$ cat config.mk
export PLATFORM = sky130hd
export DESIGN_NAME = frame_rx
export DESIGN_NICKNAME = d
export VERILOG_FILES = /design/src/rtl/frame_rx.sv
export SDC_FILE = /design/constraint.sdc
export NUM_CORES = 1
export LEC_CHECK = 0
export CORE_MARGIN = 5
export CORE_UTILIZATION = 59
export DETAILED_ROUTE_END_ITERATION = 8
export PLACE_DENSITY_LB_ADDON = 0.12
export SYNTH_ARGS = -nofsm -noshare
export SYNTH_HDL_FRONTEND = slang
export SYNTH_SLANG_ARGS = --single-unit
$ cat constraint.sdc
create_clock -name clk -period 3.8 [get_ports clk]
set_clock_uncertainty 0.2 [all_clocks]
set_input_delay 0.95 -clock clk [delete_from_list [all_inputs] [get_ports clk]]
set_output_delay 0.95 -clock clk [all_outputs]
set_load 0.02 [all_outputs]
$ cat src/rtl/frame_rx.sv
// Length-prefixed frame receiver: checks the XOR checksum, buffers one good
// frame and replays its payload on a valid/ready stream with status/counters.
module frame_rx #(
  parameter int unsigned MAX_LEN = 16,
  parameter int unsigned CNT_W   = 16
) (
  input  logic             clk,
  input  logic             rst,
  input  logic [7:0]       rxd,
  input  logic             rx_dv,
  output logic [7:0]       out_data,
  output logic             out_valid,
  input  logic             out_ready,
  output logic             out_last,
  output logic [7:0]       out_len,
  output logic             frame_ok,
  output logic             frame_err,
  output logic [2:0]       err_code,
  output logic [CNT_W-1:0] frame_cnt,
  output logic [CNT_W-1:0] err_cnt
);

  localparam int unsigned PTR_W = $clog2(MAX_LEN);

  localparam logic [2:0] RX_IDLE    = 3'd0;
  localparam logic [2:0] RX_PAYLOAD = 3'd1;
  localparam logic [2:0] RX_CHK     = 3'd2;
  localparam logic [2:0] RX_END     = 3'd3;
  localparam logic [2:0] RX_DROP    = 3'd4;

  localparam logic [0:0] DR_IDLE = 1'b0;
  localparam logic [0:0] DR_BUSY = 1'b1;

  localparam logic [2:0] E_LEN   = 3'd1;
  localparam logic [2:0] E_SHORT = 3'd2;
  localparam logic [2:0] E_CSUM  = 3'd3;
  localparam logic [2:0] E_LONG  = 3'd4;
  localparam logic [2:0] E_OVF   = 3'd5;

  logic [7:0] mem [MAX_LEN];

  logic [2:0] rx_state, rx_state_d;
  logic [7:0] len_q, len_d;
  logic [7:0] csum_q, csum_d;
  logic [7:0] wr_ptr_q, wr_ptr_d;
  logic       match_q, match_d;
  logic       wr_en;
  logic       ok_d, err_d;
  logic [2:0] code_d;

  logic [0:0] dr_state, dr_state_d;
  logic [7:0] rd_ptr_q, rd_ptr_d;
  logic [7:0] out_data_d;
  logic       out_valid_d;
  logic       out_last_d;
  logic [7:0] out_len_d;
  logic       xfer;

  logic [CNT_W-1:0] frame_cnt_d, err_cnt_d;

  // Receive parser: next state, checksum accumulation and status decision.
  always_comb begin
    rx_state_d = rx_state;
    len_d      = len_q;
    csum_d     = csum_q;
    wr_ptr_d   = wr_ptr_q;
    match_d    = match_q;
    wr_en      = 1'b0;
    ok_d       = 1'b0;
    err_d      = 1'b0;
    code_d     = 3'd0;
    case (rx_state)
      RX_IDLE: begin
        if (rx_dv) begin
          len_d    = rxd;
          csum_d   = rxd;
          wr_ptr_d = 8'd0;
          if (rxd == 8'd0 || 32'(rxd) > MAX_LEN) begin
            err_d      = 1'b1;
            code_d     = E_LEN;
            rx_state_d = RX_DROP;
          end else if (dr_state == DR_BUSY) begin
            err_d      = 1'b1;
            code_d     = E_OVF;
            rx_state_d = RX_DROP;
          end else begin
            rx_state_d = RX_PAYLOAD;
          end
        end
      end
      RX_PAYLOAD: begin
        if (rx_dv) begin
          wr_en    = 1'b1;
          csum_d   = csum_q ^ rxd;
          wr_ptr_d = wr_ptr_q + 8'd1;
          if (wr_ptr_q == len_q - 8'd1) rx_state_d = RX_CHK;
        end else begin
          err_d      = 1'b1;
          code_d     = E_SHORT;
          rx_state_d = RX_IDLE;
        end
      end
      RX_CHK: begin
        if (rx_dv) begin
          match_d    = (rxd == csum_q);
          rx_state_d = RX_END;
        end else begin
          err_d      = 1'b1;
          code_d     = E_SHORT;
          rx_state_d = RX_IDLE;
        end
      end
      RX_END: begin
        if (rx_dv) begin
          err_d      = 1'b1;
          code_d     = E_LONG;
          rx_state_d = RX_DROP;
        end else begin
          if (match_q) begin
            ok_d = 1'b1;
          end else begin
            err_d  = 1'b1;
            code_d = E_CSUM;
          end
          rx_state_d = RX_IDLE;
        end
      end
      RX_DROP: begin
        if (!rx_dv) rx_state_d = RX_IDLE;
      end
      default: rx_state_d = RX_IDLE;
    endcase
  end

  assign xfer = out_valid & out_ready;

  // Drain sequencer: prefetches the next byte so the stream sustains 1 byte/cycle.
  always_comb begin
    dr_state_d  = dr_state;
    rd_ptr_d    = rd_ptr_q;
    out_data_d  = out_data;
    out_valid_d = out_valid;
    out_last_d  = out_last;
    out_len_d   = out_len;
    case (dr_state)
      DR_IDLE: begin
        if (ok_d) begin
          dr_state_d  = DR_BUSY;
          rd_ptr_d    = 8'd0;
          out_valid_d = 1'b1;
          out_len_d   = len_q;
          out_data_d  = mem[PTR_W'(0)];
          out_last_d  = (len_q == 8'd1);
        end
      end
      DR_BUSY: begin
        if (xfer) begin
          if (out_last) begin
            dr_state_d  = DR_IDLE;
            out_valid_d = 1'b0;
            out_last_d  = 1'b0;
          end else begin
            rd_ptr_d   = rd_ptr_q + 8'd1;
            out_data_d = mem[PTR_W'(rd_ptr_q + 8'd1)];
            out_last_d = (rd_ptr_q + 8'd2 == out_len);
          end
        end
      end
      default: dr_state_d = DR_IDLE;
    endcase
  end

  // Saturating counters step together with their status pulse.
  always_comb begin
    frame_cnt_d = frame_cnt;
    err_cnt_d   = err_cnt;
    if (ok_d && frame_cnt != '1) frame_cnt_d = frame_cnt + CNT_W'(1);
    if (err_d && err_cnt != '1) err_cnt_d = err_cnt + CNT_W'(1);
  end

  always_ff @(posedge clk) begin
    if (rst) begin
      rx_state  <= RX_IDLE;
      len_q     <= 8'd0;
      csum_q    <= 8'd0;
      wr_ptr_q  <= 8'd0;
      match_q   <= 1'b0;
      frame_ok  <= 1'b0;
      frame_err <= 1'b0;
      err_code  <= 3'd0;
      dr_state  <= DR_IDLE;
      rd_ptr_q  <= 8'd0;
      out_data  <= 8'd0;
      out_valid <= 1'b0;
      out_last  <= 1'b0;
      out_len   <= 8'd0;
      frame_cnt <= '0;
      err_cnt   <= '0;
    end else begin
      rx_state  <= rx_state_d;
      len_q     <= len_d;
      csum_q    <= csum_d;
      wr_ptr_q  <= wr_ptr_d;
      match_q   <= match_d;
      frame_ok  <= ok_d;
      frame_err <= err_d;
      err_code  <= code_d;
      dr_state  <= dr_state_d;
      rd_ptr_q  <= rd_ptr_d;
      out_data  <= out_data_d;
      out_valid <= out_valid_d;
      out_last  <= out_last_d;
      out_len   <= out_len_d;
      frame_cnt <= frame_cnt_d;
      err_cnt   <= err_cnt_d;
    end
  end

  // Payload buffer; writes only happen in PAYLOAD, which is never entered while draining.
  always_ff @(posedge clk) begin
    if (wr_en) mem[PTR_W'(wr_ptr_q)] <= rxd;
  end

endmodule

=== Word level (Yosys, flattened, before mapping) ===
Memory sizes are Yosys's and may differ from the RTL's.
Cells that the tools add are included.

* Flip-flop bits (word level): 92
* RAM bits: 128
* Output and inout bits: 55
* Memories: 1

{| class="wikitable"
|+ Memories
! memory !! words !! width !! rd ports !! clocked after Yosys merged registers in !! write ports !! RTL line !! text
|-
| mem || 16 || 8 || 2 || 0 || 1 || 40 || <nowiki>logic [7:0] mem [MAX_LEN];</nowiki>
|}

* Add/subtract/negate cells: 6
* $lt $le $gt $ge: 1
* Equal/unequal tests: 18
* Muxes and demuxes: 56
* Bitwise gates (word level): 3
* Reductions and logical operators: 15

{| class="wikitable"
|+ Operator list
! kind !! count
|-
| $mux 8 || 10
|-
| $pmux 8 s2 || 4
|-
| $mux 3 || 11
|-
| $add 16x1->16 const B || 2
|-
| $ne 16x16->1 const B || 2
|-
| $eq 8x8->1 || 3
|-
| $mux 1 || 22
|-
| $add 8x1->8 const B || 2
|-
| $pmux 3 s5 || 1
|-
| $ne 2x2->1 const B || 6
|-
| $reduce_and 3->1 || 4
|-
| $pmux 3 s3 || 1
|-
| $add 8x2->8 const B || 1
|-
| $eq 8x1->1 const B || 1
|-
| $gt 8x5->1 const B || 1
|-
| $logic_not 8->1 || 1
|-
| $reduce_and 2->1 || 4
|-
| $sub 8x1->8 const B || 1
|-
| $xor 8x8->8 || 1
|-
| $eq 3x2->1 const B || 2
|-
| $mux 2 || 3
|-
| $pmux 1 s2 || 3
|-
| $eq 3x1->1 const B || 1
|-
| $eq 3x3->1 const B || 1
|-
| other kinds (10) || 11
|}

=== Longest topological paths before layout ===
Gate-level depths: netlist of the first run.

* Depth after elaboration: 6
* Mapped depth: 9

=== Worst setup path after synthesis of the first run ===
No wires, ideal clock.

* Path type: input port to flip-flop
* Start point: input port rx_dv
* End point: memory mem[2][0] (enable)
* Arrival: 2.492 ns
* Data required time: 3.217 ns
* Path slack: 0.725 ns
* Stages: 5
* Cell sequence: buf_2 -> nor3b_2 -> clkbuf_1 -> nand3_1 -> nor3_1

* Word-level cells in the longest chain between the ends: 4

{| class="wikitable"
|+ RTL lines
! what !! RTL line !! text
|-
| from (decl) || 10 || <nowiki>input logic rx_dv,</nowiki>
|-
| $mux 1 || 92 || <nowiki>if (rx_dv) begin</nowiki>
|-
| $mux 1 || 72 || <nowiki>case (rx_state)</nowiki>
|-
| $mux 1 || 221 || <nowiki>if (wr_en) mem[PTR_W'(wr_ptr_q)] <= rxd;</nowiki>
|-
| $mux 1 (not written as such) || 221 ||
|-
| to (decl) || 40 ||
|}

No other way between the ends.

=== Worst setup path in the final report of the first run ===
* Start point: input port rx_dv
* End point: register out_data[0]

* Word-level cells in the longest chain between the ends: 4

{| class="wikitable"
|+ RTL lines
! what !! RTL line !! text
|-
| $mux 1 || 114 || <nowiki>if (rx_dv) begin</nowiki>
|-
| $mux 1 || 72 ||
|-
| $ne 2x2->1 (no line) || -- ||
|-
| $reduce_and 3->1 (no line) || -- ||
|-
| to (signal assigned) || 210 || <nowiki>out_data <= out_data_d;</nowiki>
|-
| to (decl) || 11 || <nowiki>output logic [7:0] out_data,</nowiki>
|}

No other way between the ends.
A chain may end at the register's enable or synchronous reset.

==> results of run 1 <==
==> worst min-delay path by stage <==
stage          slack, ps     endpoint  depth (start not counted)        start
3_5_place_dp         300  out_data[2]                          2  out_data[2]
6_report             310  out_data[2]                          2  out_data[2]
5_1_grt              320  out_data[2]                          2  out_data[2]
3_3_place_gp         280   err_cnt[5]                          2   err_cnt[5]
2_1_floorplan        270     len_q[7]                          2     len_q[7]
4_1_cts              300  out_data[2]                          2  out_data[2]
==> registers in the layout, indices dropped and copies added (netlist names), 3 cells and up <==
signal,flops
frame_cnt,16
len_q,8
wr_ptr_q,8
out_data,8
err_cnt,16
rx_state,3
mem,128
csum_q,8
out_len,8
err_code,3
rd_ptr_q,8
==> power groups by stage <==
stage          sequential [mW]  combinational [mW]  clock, mW
2_1_floorplan             2.62               0.160          0
3_3_place_gp              2.62               0.251          0
3_5_place_dp              2.62               0.259          0
4_1_cts                   2.57               0.261       2.47
5_1_grt                   2.58               0.286       2.58
6_report                  2.57               0.261       2.43
==> placed cells by master, fill, tap and decap left out, types with 28 or more instances in the layout <==
cell               n
nand2_1           71
xnor2_1           43
dfxtp_1           91
nand3_1           28
nor2_1            96
edfxtp_1         128
a21oi_1           39
buf_4             35
clkdlybuf4s50_1   65
mux4_2            32
==> metrics by stage <==
step	power (mW)	util (%)	hold slack, ps	worst slack, ps
2_1_floorplan	2.78	-	273	725
3_3_place_gp	2.87	66.9	285	382
3_5_place_dp	2.88	66.9	297	311
4_1_cts	5.30	72.2	305	782
5_1_grt	5.44	72.2	322	606
6_report	5.27	72.2	305	796
==> logic make-up after synthesis <==
| group | share of synthesized area (%) |
|---|---|
| fa+ha+maj | 1.30 |
| flops | 59.2 |
| buf+inv | 2.10 |
| mux | 10.5 |
| compound gates | 6.97 |
| xor+xnor | 5.74 |
| simple gates | 14.2 |
==> worst reg2reg max path, stage by stage, from the launching register on <==
cell,delay (ps)
dfxtp_2,330
buf_4,580
mux4_2,600
nor2b_1,150
a211oi_1,320
a211oi_1,90
a221oi_1,230
nor2_1,70
==> per-layer routing <==
layer | vias up | wire length, um | global-route usage [%]
met4 | 0 | 382 | 6.49
met1 | 3311 | 9410 | 33.9
met2 | 204 | 10700 | 39.7
li1 | 3095 | - | -
met5 | - | 0 | 0
met3 | 37 | 1400 | 3.91
==> cell type report <==
| type | count | area share [%] |
|---|---|---|
| flip-flops and latches | 220 | 49.4 |
| multi-input cells | 521 | 32.3 |
| repair buffers | 102 | 8.15 |
| clock buffers | 33 | 5.96 |
| well taps | 216 | 2.35 |
| clock inverters | 10 | 1.38 |
| inverters | 13 | 0.424 |
==> results.json, run 1 <==
{
  "status": "complete, no violations",
  "fillers": 1111,
  "multi_input_comb_area_um2": 3720,
  "cts.sinks": 220,
  "routedWlPerCell_um": 19.6,
  "r2r_end": "out_data[7]",
  "rsz0062_at_grt": "false",
  "cts_made_buffers": 24,
  "grt_usage_pct": 24.2,
  "avgSynthCellArea_um2": 12.2,
  "stdcell_count": 1115,
  "worst_path_dominant_cell_family": "simple AND/OR/NAND/NOR gates",
  "drv_cap": 0,
  "crit_start": "rx_dv",
  "cp_slowest_cell": "clkdlybuf4s50_1",
  "core_area_um2": 15900,
  "synth-edff-count": 128,
  "powerDensity_nw_per_um2": 458,
  "layout_min_cycle_time_ps": 3000,
  "grt_pass1_wl_mm": 35.6,
  "regArea_um2": 5690,
  "pwr-share-comb_pct": 5.0,
  "p_int_mw": 4.18,
  "postCtsSetupRepairBufs": 0,
  "rr_startpoint": "rd_ptr_q[0]",
  "hold_buffers": 0,
  "pwr-share-clk_pct": 46.2,
  "synth_area_um2": 9610,
  "hold_class": "reg2reg",
  "fin_area_um2": 11500,
  "wl_mm": 21.9,
  "detail-route-antenna-nets": 0,
  "synth-seq-area-share_pct": 59.2,
  "yosysUniqueCellTypes": 65,
  "synthTopCellsByArea": "edfxtp_1 40%, dfxtp_1 19%, mux4_2 7.5%",
  "grt_overflow_total": 0,
  "yosysMostFrequentCell": "edfxtp_1",
  "critPathCaptureType": "register",
  "crit_end": "out_data[0]",
  "antennaDiodeCount": 0,
  "switching_share_pct": 20.7,
  "syn_inst": 790,
  "crit_required_ps": 4020,
  "synth_flop_cell": "edfxtp_1",
  "ioPinCount": 67,
  "synth_common_cells": "128 x edfxtp_1, 96 x nor2_1, 92 x dfxtp_1, 71 x nand2_1, 43 x xnor2_1",
  "grt_pass1_vias": 6671,
  "clockBufferDepth": 3,
  "post-place-cells": 1072,
  "grt_start_max_net_pins": 52,
  "final_nets": 904,
  "min_period_over_period_pct": 79.1,
  "start_kind": "input pin",
  "peakVddDrop_uv": 442,
  "num_vias": 6647,
  "drive_gt1_share_pct": 14.5,
  "ys_ff_latch": 220,
  "p_leak_nw": 3.73,
  "arrival_ps": 3220,
  "dr.pass1.iters": 5,
  "clk-insertion-delay-late_ps": 520,
  "port_buffers": 66,
  "area_growth_syn_to_layout_pct": 19.8,
  "post-dp-hpwl_mm": 14.3,
  "drc": 0,
  "crit_chain": "clkdlybuf4s50_1 -> nand3b_1 -> or2_0 -> nor2_4 -> nor2_1 -> a21oi_1 -> a211oi_1",
  "critPathMaxStageDelay_ps": 640,
  "r2r_slack_ps": 1090,
  "p_sw_mw": 1.09,
  "drt_iter0_markers": 450,
  "globalplace.congestion": 0.851,
  "slew_headroom_pct": 50.2,
  "path_buf_inv": 1,
  "syn-num-nets": 812,
  "setup_viol": 0,
  "async_reset_ff_share_pct": 0,
  "worst_pin_slew_ps": 746,
  "cts-root-buf": "clkbuf_16",
  "yosys.area.top_type_share_pct": 40.0,
  "cp_max_fo": 10,
  "clk_pin_slew_ps": 60,
  "worst-setup-path-type": "in2reg",
  "reg2regPathDepth": 7,
  "seqPwrFrac_pct": 48.8,
  "cts_resized": 0,
  "die-area_um2": 18900,
  "cts_tree": "done",
  "die_y_um": 138,
  "fin_tns_setup_ps": 0,
  "initial_utilization_pct": 60.3,
  "hold_viol": 0,
  "ys_warn_count": 0,
  "fmax_ghz": 0.333,
  "num_rows": 46,
  "ctsHtreeMaxLevel": 1,
  "dieWidth_um": 138,
  "placed_area_um2": 10700,
  "viasPerCell": 5.96,
  "antenna_found_initial": 0,
  "crit_cells": 7,
  "final_max_slew_viol_count": 0,
  "yosys.area.top_type": "edfxtp_1"
}
Note: power is estimated with default switching activity, not from simulation.
==> inputs of run 2 (changes only) <==
CORE_UTILIZATION = 53   (was 59)
clock period = 2.7 ns   (was 3.8 ns; I/O delays follow)
==> results.json, run 2 (synthesis results as in run 1) <==
{
  "worst_pin_slew_ps": 598,
  "multi_input_comb_area_um2": 3740,
  "regMostFlops": "mem",
  "reg.largest.list": "mem (128), err_cnt (16), frame_cnt (16)",
  "grt_usage_pct": 21.3,
  "clk_pin_slew_ps": 60,
  "arrival_ps": 1640,
  "postLayoutCoreUtil_pct": 65.6,
  "cp_slowest_cell": "clkdlybuf4s50_1",
  "ioPinCount": 67,
  "crit_chain": "clkdlybuf4s50_1",
  "clk-insertion-delay-late_ps": 510,
  "regArea_um2": 5690,
  "drt_iter0_markers": 425,
  "layout_common_cells": "128 x edfxtp_1, 96 x nor2_1, 91 x dfxtp_1",
  "port_buffers": 66,
  "routedWlPerCell_um": 18.9,
  "status": "complete, no violations",
  "drive_gt1_share_pct": 17.6,
  "drc": 0,
  "final_max_slew_viol_count": 0,
  "largest_reg_flops": 128,
  "hold_buffers": 0,
  "initial_utilization_pct": 53.7,
  "hold_viol": 0,
  "fmax_ghz": 0.398,
  "cts_tree": "done",
  "slew_headroom_pct": 59.7,
  "num_vias": 6567,
  "grt_pass1_wl_mm": 34.9,
  "area_growth_syn_to_layout_pct": 22.2,
  "post-place-cells": 1112,
  "grt_start_max_net_pins": 39,
  "setup_viol": 0,
  "clockBufferDepth": 3,
  "min_period_over_period_pct": 93.1,
  "die_y_um": 145,
  "cp_max_fo": 7,
  "cts-root-buf": "clkbuf_16",
  "antennaDiodeCount": 0,
  "final_common_cell": "edfxtp_1",
  "dr.pass1.iters": 4,
  "crit_required_ps": 1820,
  "start_kind": "register",
  "grt_pass1_vias": 6483,
  "antenna_found_initial": 0,
  "wl_mm": 21.8,
  "layout_min_cycle_time_ps": 2510,
  "final_nets": 930,
  "worst_path_dominant_cell_family": "buffers and inverters",
  "die-area_um2": 20900,
  "post-dp-hpwl_mm": 14.7,
  "hold_class": "reg2reg",
  "drv_cap": 0,
  "fillers": 1320,
  "cts.sinks": 220,
  "path_buf_inv": 1,
  "worst-setup-path-type": "reg2out",
  "num_rows": 49,
  "p_leak_nw": 3.88,
  "cts_resized": 0,
  "viasPerCell": 5.69,
  "ctsHtreeMaxLevel": 1,
  "grt_overflow_total": 0,
  "cts_made_buffers": 23,
  "powerDensity_nw_per_um2": 624,
  "critPathCaptureType": "output pin",
  "dieWidth_um": 145,
  "whs_ps": 306,
  "detail-route-antenna-nets": 0,
  "peakVddDrop_uv": 620,
  "fin_tns_setup_ps": 0,
  "postCtsSetupRepairBufs": 0,
  "rsz0062_at_grt": "false",
  "critPathMaxStageDelay_ps": 660,
  "finalPower_mw": 7.33,
  "core_area_um2": 17900,
  "stdcell_count": 1154,
  "globalplace.congestion": 0.836
}
## run 2: area by class of cell
| type | instances | area share (%) |
|---|---|---|
| flip-flops and latches | 220 | 48.4 |
| multi-input cells | 521 | 31.8 |
| repair buffers | 129 | 9.93 |
| clock buffers | 32 | 5.79 |
| well taps | 229 | 2.44 |
| clock inverters | 10 | 1.18 |
| inverters | 13 | 0.416 |
## run 2: per-stage QoR
step / setup slack, ps / cell area (um2)
after floorplan: 107 / 9620
after detailed placement: -363 / 10900
final: 187 / 11700
after global routing: 43.7 / 11700
after global placement: -348 / 10900
after CTS: 190 / 11700
## run 2: worst register-to-register path, stage by stage (launching register included)
cell and delay (ps):
dfxtp_2 340, ha_1 530, buf_4 360, mux4_2 340
mux2_2 310, o211ai_1 190, a211oi_1 100
## run 2: path summary, 6_finish.rpt
check	startpoint	to	slack [ps]	cells past startpoint
max	out_last	out_last	190	1
min	out_data[1]	out_data[1]	310	2
max reg2reg	rd_ptr_q[0]	out_data[2]	230	6
min reg2reg	out_data[1]	out_data[1]	310	2
## run 2: power breakdown
| part | switching, mW | internal (mW) | total, mW | leakage (nW) |
|---|---|---|---|---|
| clock network | 1.27 | 2.05 | 3.32 | 0.409 |
| registers | 0.0418 | 3.58 | 3.62 | 1.89 |
| logic | 0.225 | 0.165 | 0.390 | 1.58 |
| total | 1.54 | 5.79 | 7.33 | 3.88 |
## run 2: layer usage
metal	up-vias	share of wire, %	routed length, um	GRT usage (%)
li1	3131	-	-	-
met1	3224	43	9460	30.3
met2	183	48	10500	34.3
met3	29	6.8	1490	4.53
met4	0	1.5	331	4.52
met5	-	0	0	0
==> inputs of run 3 (changes only) <==
CORE_ASPECT_RATIO = 1.1   (was default)
RECOVER_POWER = 100   (was default)
==> results.json, run 3 (synthesis results as in run 1) <==
{
  "drt_iter0_markers": 513,
  "hold_depth": 2,
  "worst-setup-path-type": "reg2out",
  "switching_share_pct": 21.9,
  "crit_cells": 1,
  "drive_gt1_share_pct": 16.2,
  "post-place-cells": 1127,
  "port_buffers": 66,
  "final_common_cell": "edfxtp_1",
  "cts_resized": 0,
  "final_max_slew_viol_count": 0,
  "cts_made_buffers": 23,
  "initial_utilization_pct": 54.2,
  "reg.largest.list": "mem (128), err_cnt (16), frame_cnt (16)",
  "cp_slowest_cell": "dlygate4sd3_1",
  "postCtsSetupRepairBufs": 0,
  "seqPwrFrac_pct": 51.5,
  "reg2regPathDepth": 7,
  "hold_viol": 0,
  "fin_tns_setup_ps": 0,
  "detail-route-antenna-nets": 0,
  "area_growth_syn_to_layout_pct": 21.0,
  "die_y_um": 151,
  "peakVddDrop_uv": 579,
  "clk-insertion-delay-late_ps": 510,
  "ioPinCount": 67,
  "antenna_found_initial": 0,
  "drv_cap": 0,
  "crit_chain": "dlygate4sd3_1",
  "whs_ps": 305,
  "setup_viol": 0,
  "regMostFlops": "mem",
  "crit_start": "out_last",
  "cts_tree": "done",
  "clk_pin_slew_ps": 60,
  "cp_max_fo": 7,
  "grt_pass1_vias": 6749,
  "hold_buffers": 0,
  "wl_mm": 22.4,
  "ctsHtreeMaxLevel": 1,
  "layout_min_cycle_time_ps": 2580,
  "pwr-share-clk_pct": 43.0,
  "dr.pass1.iters": 5,
  "worst_path_dominant_cell_family": "buffers and inverters",
  "critPathCaptureType": "output pin",
  "layout_common_cells": "128 x edfxtp_1, 96 x nor2_1, 91 x dfxtp_1",
  "viasPerCell": 5.70,
  "grt_start_max_net_pins": 39,
  "p_leak_nw": 3.99,
  "largest_reg_flops": 128,
  "worst_pin_slew_ps": 1200,
  "clockBufferDepth": 3,
  "grt_overflow_total": 0,
  "fmax_ghz": 0.388,
  "num_rows": 51,
  "die-area_um2": 20900,
  "cts.sinks": 220,
  "arrival_ps": 1700,
  "stdcell_count": 1168,
  "min_period_over_period_pct": 95.5,
  "cts-root-buf": "clkbuf_16",
  "p_int_mw": 5.49,
  "powerDensity_nw_per_um2": 605,
  "start_kind": "register",
  "p_sw_mw": 1.54,
  "num_vias": 6663,
  "routedWlPerCell_um": 19.2,
  "rsz0062_at_grt": "false",
  "globalplace.congestion": 0.831,
  "drc": 0,
  "final_nets": 936,
  "grt_pass1_wl_mm": 36.4,
  "status": "complete, no violations",
  "path_buf_inv": 1,
  "post-dp-hpwl_mm": 15.4,
  "hold_class": "reg2reg",
  "grt_usage_pct": 21.6,
  "crit_required_ps": 1820,
  "critPathMaxStageDelay_ps": 720,
  "hp-start": "out_data[0]",
  "slew_headroom_pct": 19.8,
  "pwr-share-comb_pct": 5.5,
  "core_area_um2": 17700,
  "antennaDiodeCount": 0,
  "dieWidth_um": 138,
  "rr_startpoint": "rd_ptr_q[1]"
}
## run 3: cell types whose count changed in the layout (fill, tap and decap cells not counted), moves of 2 or more
cell | previous run | this run
clkbuf_2 | 0 | 8
clkbuf_4 | 0 | 5
clkinvlp_4 | 0 | 2
nor3_2 | 4 | 1
bufinv_16 | 3 | 1
clkdlybuf4s50_1 | 65 | 5
buf_4 | 60 | 44
clkbuf_8 | 7 | 3
clkbuf_1 | 2 | 15
dlygate4sd3_1 | 0 | 60
nor3_1 | 23 | 26
## run 3: power by group through the flow
stage                     sequential (mW)  clock, mW  combinational (mW)
final                                3.62       3.02               0.386
after global routing                 3.62       3.23               0.425
after CTS                            3.62       3.08               0.401
after detailed placement             3.69          0               0.398
after global placement               3.69          0               0.385
after floorplan                      3.68          0               0.225
## run 3: cell type report
| cell class | instances | area (um2) |
|---|---|---|
| fill | 1365 | 6120 |
| clock buffer | 31 | 636 |
| clock inverter | 10 | 92.6 |
| inverter | 13 | 48.8 |
| sequential | 220 | 5690 |
| timing repair buffer | 135 | 1140 |
| multi-input combinational | 521 | 3720 |
| tap | 238 | 298 |
## run 3: worst paths after layout
check,to,slack [ps]
worst max-delay path,out_last,120
worst min-delay path,out_data[0],300
worst max register to register,out_data[7],200
worst min register to register,out_data[0],300
## run 3: routing by layer
| metal | share of wire (%) | vias to the layer above | track usage [%] | wire, um |
|---|---|---|---|---|
| met2 | 52 | 165 | 39.1 | 11600 |
| met3 | 5.1 | 18 | 2.75 | 1140 |
| met5 | 0 | - | 0 | 0 |
| li1 | - | 3147 | - | - |
| met1 | 42 | 3333 | 28.2 | 9450 |
| met4 | 1.0 | 0 | 4.10 | 227 |
## run 3: per-stage QoR
stage	area [um2]	setup slack, ps	utilization (%)	power, mW
after floorplan	9620	107	-	3.91
after global placement	11000	-301	61.8	4.07
after detailed placement	11000	-335	61.8	4.09
after CTS	11700	159	65.9	7.10
after global routing	11600	41.1	65.5	7.28
final	11600	120	65.5	7.03
